**src/rtl/ifu_pkg.sv**
```systemverilog
// Shared types and constants for the instruction-fetch unit.
package ifu_pkg;

    localparam int          WORD_W  = 32;
    localparam logic [31:0] NOP     = 32'h0000_0000;
    localparam logic [3:0]  ALU_ADD = 4'd2;

    typedef enum logic [1:0] {
        NPC_SEQ,
        NPC_BR,
        NPC_JMP
    } npc_sel_e;

    // Minimal ALU slice: the fetch stage only ever issues ALU_ADD.
    function automatic logic [WORD_W-1:0] alu_op(
        input logic [3:0]        op,
        input logic [WORD_W-1:0] a,
        input logic [WORD_W-1:0] b
    );
        alu_op = (op == ALU_ADD) ? a + b : NOP;
    endfunction

endpackage

```
**src/rtl/ifu_imem.sv**
```systemverilog
// Word-addressed instruction ROM; word i holds 32'(i).
// IFU_BOUNDS_CHECK_EN adds addr_fault and forces NOP on bad addresses.
module ifu_imem
    import ifu_pkg::*;
#(
    parameter int    IMEM_DEPTH     = 128,
    parameter string IMEM_INIT_FILE = ""
) (
    input  logic [WORD_W-1:0] pc,
`ifdef IFU_BOUNDS_CHECK_EN
    output logic              addr_fault,
`endif
    output logic [WORD_W-1:0] instr
);

    localparam int IDX_W = $clog2(IMEM_DEPTH);

    // Contents are fixed at elaboration; an external image is not loadable here.
    if (IMEM_INIT_FILE != "") begin : g_init_file_unsupported
        $error("ifu_imem: IMEM_INIT_FILE images are not supported by this ROM");
    end

    logic [IDX_W-1:0]  idx;
    logic [WORD_W-1:0] rom_word;

    assign idx      = pc[IDX_W+1:2];
    assign rom_word = WORD_W'(idx);

`ifdef IFU_BOUNDS_CHECK_EN
    assign addr_fault = (pc[WORD_W-1:IDX_W+2] != '0) || (pc[1:0] != 2'b00);
    assign instr      = addr_fault ? NOP : rom_word;
`else
    // Upper PC bits fold away (modulo IMEM_DEPTH) and the byte offset is ignored.
    logic unused_pc_bits;
    assign unused_pc_bits = ^{pc[WORD_W-1:IDX_W+2], pc[1:0]};
    assign instr          = rom_word;
`endif

endmodule

```
**src/rtl/pc_fetch_stage.sv**
```systemverilog
// Single-cycle MIPS fetch: PC register, next-PC selection and instruction ROM.
// Define IFU_BOUNDS_CHECK_EN to add the AddrFault output.
module pc_fetch_stage
    import ifu_pkg::*;
#(
    parameter int          IMEM_DEPTH     = 128,
    parameter logic [31:0] RESET_PC       = 32'h0000_0000,
    parameter string       IMEM_INIT_FILE = ""
) (
    input  logic        Clk,
    input  logic        Reset,
    input  logic        Branch,
    input  logic        Jump,
    input  logic        JumpSel,
    input  logic [31:0] InstructOffset,
    input  logic [25:0] JumpInstruction,
    input  logic [31:0] JumpRegister,
`ifdef IFU_BOUNDS_CHECK_EN
    output logic        AddrFault,
`endif
    output logic [31:0] Instruction,
    output logic [31:0] NextInstruct
);

    logic [WORD_W-1:0] pc_q, pc_d;
    logic [WORD_W-1:0] pc_plus4, branch_tgt, j_tgt, jump_in;
    npc_sel_e          npc_sel;
    logic              unused_offset_hi;

    assign pc_plus4   = pc_q + 32'd4;
    // Offset is a word count; bits [31:30] shift out.
    assign branch_tgt = alu_op(ALU_ADD, pc_q, {InstructOffset[29:0], 2'b00});
    assign unused_offset_hi = ^InstructOffset[31:30];
    assign j_tgt      = {pc_q[31:28], JumpInstruction, 2'b00};
    assign jump_in    = JumpSel ? JumpRegister : j_tgt;

    always_comb begin
        npc_sel = NPC_SEQ;
        if (Jump) begin
            npc_sel = NPC_JMP;
        end else if (Branch) begin
            npc_sel = NPC_BR;
        end

        pc_d = pc_plus4;
        case (npc_sel)
            NPC_BR:  pc_d = branch_tgt;
            NPC_JMP: pc_d = jump_in;
            default: pc_d = pc_plus4;
        endcase
    end

    always_ff @(posedge Clk) begin
        if (Reset) begin
            pc_q <= RESET_PC;
        end else begin
            pc_q <= pc_d;
        end
    end

    ifu_imem #(
        .IMEM_DEPTH     (IMEM_DEPTH),
        .IMEM_INIT_FILE (IMEM_INIT_FILE)
    ) u_imem (
        .pc         (pc_q),
`ifdef IFU_BOUNDS_CHECK_EN
        .addr_fault (AddrFault),
`endif
        .instr      (Instruction)
    );

    assign NextInstruct = pc_plus4;

endmodule

```
**config.mk**
```make
export PLATFORM = sky130hd
export DESIGN_NAME = pc_fetch_stage
export DESIGN_NICKNAME = d
export VERILOG_FILES = /design/src/rtl/ifu_pkg.sv /design/src/rtl/ifu_imem.sv /design/src/rtl/pc_fetch_stage.sv
export SDC_FILE = /design/constraint.sdc
export NUM_CORES = 1
export LEC_CHECK = 0
export ABC_AREA = 1
export CAP_MARGIN = 15
export CORE_MARGIN = 5
export CORE_UTILIZATION = 51
export DETAILED_ROUTE_END_ITERATION = 10
export PLACE_DENSITY = 0.88
export SLEW_MARGIN = 5
export SYNTH_ARGS = -nofsm -noshare
export SYNTH_HDL_FRONTEND = slang
export SYNTH_HIERARCHICAL = 1
export SYNTH_SLANG_ARGS = --single-unit
```
**constraint.sdc**
```tcl
create_clock -name Clk -period 6.6 [get_ports Clk]
set_input_delay 1.98 -clock Clk [delete_from_list [all_inputs] [get_ports Clk]]
set_output_delay 1.98 -clock Clk [all_outputs]
set_load 0.05 [all_outputs]
```
# ---- Word-level counts from Yosys, hierarchy flattened
# Cells that the tools add are included.
dict set report totals {
  mem_count 0
  regBits 32
  output_inout_bits 64
  rom_bits 0
  latchBits 0
  mem_bits_rw 0
}
dict set report op_classes {
  n_shift 0
  div_mod_pow 0
  eq_ne 3
  order_cmp 0
  n_addsub 2
  n_mux 4
  bitwise_logic 0
  mul 0
  n_reduce_logical 0
}
# op n
set op_table {}
lappend op_table {{32-bit one-hot mux with 2 select lines} 1}
lappend op_table {{32-bit by 3-bit adder with 32-bit output (second input constant)} 1}
lappend op_table {{32-bit adder} 1}
lappend op_table {{32-bit 2-to-1 mux} 1}
lappend op_table {{2-bit by 1-bit equality test with 1-bit output (second input constant)} 1}
lappend op_table {{2-bit equality test (second input constant)} 1}
lappend op_table {{2-bit 2-to-1 mux} 1}
lappend op_table {{2-bit inequality test (second input constant)} 1}
lappend op_table {{1-bit 2-to-1 mux} 1}

# ---- Depth between registers and ports, before layout
dict set report depth {
  ltp_word 4
  mapped_depth 13
}

# ---- Hierarchy
# Netlist, hierarchy kept.
# mod seq_area_each_um2 area_each_um2 n_inst cells_each
set by_module_without_submodules {}
lappend by_module_without_submodules {pc_fetch_stage 640.6 4529.3 1 826}
lappend by_module_without_submodules {ifu_imem 0.0 244.0 1 33}

# ---- Worst setup path before layout
# OpenSTA, ideal clock, no wires.
dict set report synth_path {
  path_kind {reg2out}
  from {reg pc_q[2]}
  to {out NextInstruct[16]}
  slack_ns 2.714
  path_buffers 0
  stages_incl_launch_ff 8
  required_ns 4.620
  arrival_time_ns 1.906
  path_cell_list {dfxtp_1 > ha_1 > nand3_2 > nor2_2 > nand3_2 > inv_2 > nand2_2 > xor2_1}
}
dict set report synth_between {
  elab_chain_cells 1
}
# element line_no
set synth_rtl {}
lappend synth_rtl {{start, declared} pc_fetch_stage.sv:25} ;# logic [WORD_W-1:0] pc_q, pc_d;
lappend synth_rtl {{start signal, assigned} pc_fetch_stage.sv:57} ;# pc_q <= pc_d;
lappend synth_rtl {{32-bit by 3-bit adder with 32-bit output} pc_fetch_stage.sv:30} ;# assign pc_plus4 = pc_q + 32'd4;
lappend synth_rtl {{end, declared} pc_fetch_stage.sv:22} ;# output logic [31:0] NextInstruct
# Every way passes these cells.

# ---- Worst setup path in the final report
dict set report layout_path {
  from {reg pc_q[3]}
  to {out NextInstruct[16]}
}
# The elaborated chain is that of the path after synthesis.

==> summary.md <==
The flow ran to the end, and the final reports show no timing, DRC or antenna violations. The via count of the first global-routing pass was 5459; the initial antenna violation count was 0. Setup violations remaining at the end of the flow were counted as 0.

Timing would allow up to 212.1 MHz. The region available for standard cell placement spans 9196 um^2. The startpoint of the lowest-slack hold path is pc_q[1]. The critical path endpoint category was a primary output. The netlist area before placement is 4773 um^2, and the layout net count is 1103.

The run gives 0.2908 as the global-route total usage across every layer. The total CTS buffers is 5, and the number of cells on the worst reg-to-reg path is 12. In this run, synthesis inferred 0 flip-flops with an integrated enable.

The logs give 0 for the hold buffer count at CTS and 5774 for the detailed-route via count. Counting flops and latches in the post-synthesis netlist gives 32. The worst-skew pair later-pin latency is 0.29 ns. The tools report the master cell of the clock root buffer as sky130_fd_sc_hd__clkbuf_8.

After the first detailed-routing iteration, the DRC count stood at 447. Data on the critical path is required at its endpoint by 4.62 ns. The biggest area contributor in the post-synthesis netlist is sky130_fd_sc_hd__nand2_1. The congestion estimate from routability-driven global placement came to 0.9927.

The number of antenna diodes in the final layout is 0. TritonCTS built the clock tree. The number of setup buffers added after CTS is 0. The clock passes through at most 2 buffers. The run gives 159 as the I/O pin count. Input and output buffers added on the ports amount to 131.

The first detailed-routing pass ran for 8 iterations. Setup repair after global routing left no endpoint under its margin. The run gives 31 as the pin count of the biggest net entering global routing. In this run, distinct cell masters in the synthesized netlist total 39.

The post-route worst setup slack was 1.886 ns; the wire length of the first global-routing pass was 26.36 mm. Summed over all layers, the routed wires come to 16.75 mm. The share of flip-flops with an asynchronous set or reset works out to 0.

Kind of start point of the critical path: a register. Along the worst path, the maximum fanout reaches 5. The register area share after synthesis was 0.1342. The clock transition at the register clock pins on the worst setup and hold paths after CTS was 0.07 ns.

The run gives 6 as the warning count from the yosys run. Portion of the clock cycle consumed by the worst path in the final layout: 0.7143. In the routed layout, each cell is associated on average with a via count of 5.307.

After detailed routing, the number of remaining DRC violations is 0. Once placement completed, the tool counted placed cells totaling 1081. Largest register by flop count: pc_q. The area growth from synthesis to layout is 27.89%. The flip-flop count of the largest register, all copies and words added came out at 32. The post-route worst hold slack was 0.4710 ns; the worst supply voltage drop on vdd was 0.1026 mV. The classification of the worst setup path is reg -> out.

The global-route congestion overflow total came out at 0. For the static power due to leakage, the log shows 2.985 nW. Max-slew violation total from the final report: 0.

Wire length per cell after detailed routing: 15.40 um. Effective utilization at floorplan: 0.5190. The tree built by TritonCTS fans out to 32 sinks. Fraction of layout instances using a drive strength above 1: 0.04504. The tools report the count of cells resized by post-cts repair as 0. The logs give 0 for the final-report hold violation count and 0.9004 mW for the overall power. Depth of the worst hold-timing path: 2.

The logs give 0 for the count of maximum capacitance violations and 11390 um^2 for the overall die area. At the pin with the least slew margin, the transition time is 0.7711 ns. The fraction of synthesized cell area taken by the top area cell type is 0.2453. The path class of the tightest hold or removal check is reg -> reg. The arrival time at the worst endpoint is 2.73 ns.

The worst-case headroom to the max-slew limit came out at 0.4854. Top flip-flop cell by instance count after synthesis: sky130_fd_sc_hd__dfxtp_1. The layout filler cell count was 873; the final setup skew was 0.005287 ns. The floorplan has 35 rows.

In this run the horizontal extent of the chip is 106.7 um. The tools report the startpoint of the most critical setup path as pc_q[3]. The synthesized area divided by synthesized cell count is 5.557 um^2, and the floorplan die height is 106.7 um.

Timing analysis after detailed placement gives a worst setup slack of 2.193 ns. The power density over the cells works out to 147.5 nW/um^2. The largest registers in the layout are pc_q (32).

After synthesis, the cell types taking the most area are sky130_fd_sc_hd__nand2_1 (25%), sky130_fd_sc_hd__dfxtp_1 (13%), sky130_fd_sc_hd__inv_1 (10%), sky130_fd_sc_hd__ha_1 (7.9%), sky130_fd_sc_hd__a21oi_1 (5.7%). Once detail routing completed, the nets flagged for antenna violations numbered 0. Synthesis handed over a netlist of 859 instances.

After layout, the minimum clock period comes to 4.714 ns. The H-tree was split into 2 levels. Adding up every negative setup slack in the final design gives 0 ns.

Excluding fillers, the count of instances in the completed layout stands at 1088. In this run the critical register-to-register path is launched from pc_q[2]. Detailed placement finished with a half-perimeter wire length of 13.91 mm.

Setup slack on the worst reg-to-reg path comes out at 4.13 ns.
-- cell families (layout without fill, tap and decap cells) --
kind of cell | count (synthesis) | after routing | share of synthesized area
adder cells (fa/ha/maj) | 31 | 31 | 0.08283
buffers and inverters | 182 | 276 | 0.1722
AO/OA/AOI/OAI | 115 | 115 | 0.1468
other | 1 | 25 | 0.0007856
AND/OR/NAND/NOR | 482 | 482 | 0.4307
flip-flops | 32 | 32 | 0.1342
XOR/XNOR | 16 | 16 | 0.03250
-- Yosys cell counts, types with 7 or more instances --
cell	number
sky130_fd_sc_hd__buf_4	35
sky130_fd_sc_hd__a31oi_1	9
sky130_fd_sc_hd__o21ai_0	14
sky130_fd_sc_hd__a21boi_0	7
sky130_fd_sc_hd__inv_1	127
sky130_fd_sc_hd__nand3b_1	11
sky130_fd_sc_hd__dfxtp_1	32
sky130_fd_sc_hd__ha_1	30
sky130_fd_sc_hd__nand3_1	54
sky130_fd_sc_hd__xor2_1	12
sky130_fd_sc_hd__inv_2	7
sky130_fd_sc_hd__nor2_2	8
sky130_fd_sc_hd__nor2_1	66
sky130_fd_sc_hd__nand2_1	312
sky130_fd_sc_hd__a22oi_1	12
sky130_fd_sc_hd__a22o_1	12
sky130_fd_sc_hd__a21oi_1	54
-- worst max-delay path: stages, from the launching register on --
cell and delay (ns):
sky130_fd_sc_hd__dfxtp_1 0.46, sky130_fd_sc_hd__ha_1 0.25, sky130_fd_sc_hd__nand3_2 0.16, sky130_fd_sc_hd__nor2_2 0.15, sky130_fd_sc_hd__nand3_2 0.13, sky130_fd_sc_hd__inv_2 0.13, sky130_fd_sc_hd__nand2_2 0.06, sky130_fd_sc_hd__xor2_1 0.24
sky130_fd_sc_hd__clkdlybuf4s50_1 0.86
-- placed cells by master, fill, tap and decap left out, types with 3 or more instances in the layout --
cell type                         count
sky130_fd_sc_hd__nand2_1            312
sky130_fd_sc_hd__nand2_2              3
sky130_fd_sc_hd__nor3_1               6
sky130_fd_sc_hd__inv_2                7
sky130_fd_sc_hd__a21boi_0             7
sky130_fd_sc_hd__or2_2                4
sky130_fd_sc_hd__ha_1                30
sky130_fd_sc_hd__a22oi_1             12
sky130_fd_sc_hd__o21ai_0             14
sky130_fd_sc_hd__dfxtp_1             32
sky130_fd_sc_hd__clkbuf_8             5
sky130_fd_sc_hd__nand3_1             54
sky130_fd_sc_hd__a22o_1              12
sky130_fd_sc_hd__a31oi_1              9
sky130_fd_sc_hd__buf_4                4
sky130_fd_sc_hd__a21oi_1             54
sky130_fd_sc_hd__clkdlybuf4s50_1    131
sky130_fd_sc_hd__nand3b_1            11
sky130_fd_sc_hd__inv_1              127
sky130_fd_sc_hd__xor2_1              12
sky130_fd_sc_hd__nor2_2               9
sky130_fd_sc_hd__and2_1               3
sky130_fd_sc_hd__conb_1              25
sky130_fd_sc_hd__nor2_1              65
sky130_fd_sc_hd__nand4_1              6
-- layout make-up --
type | instances | area (um^2) | area share
clock buffer | 6 | 72.57 | 0.01189
clock inverter | 1 | 5.005 | 0.0008198
tap | 111 | 138.9 | 0.02275
multi-input combinational | 669 | 3403 | 0.5575
sequential | 32 | 640.6 | 0.1049
timing repair buffer | 135 | 1341 | 0.2197
inverter | 134 | 503.0 | 0.08239
-- worst paths after layout --
| check | endpoint |
|---|---|
| hold reg to reg | pc_q[1] |
| setup reg to reg | pc_q[22] |
| setup / recovery | NextInstruct[16] |
| hold / removal | pc_q[1] |
-- stage by stage --
step                instance area [um^2]    util
finish                              6105  0.6638
global route                        6105  0.6638
CTS                                 6105  0.6638
detailed placement                  6027  0.6554
global placement                    6027  0.6554
floorplan                           4863       -
-- layer usage --
layer | routed length (um) | track usage
met5 | 0 | 0
met4 | 615 | 0.1096
met3 | 1752 | 0.06562
met1 | 6636 | 0.3547
met2 | 7747 | 0.4978
-- report_power, final --
group          leakage (nW)  internal (mW)  switching (mW)
Clock                0.0410         0.0717          0.0770
Combinational          2.68          0.184           0.327
Sequential            0.265          0.210          0.0302
Note: power is estimated with default switching activity, not from simulation.
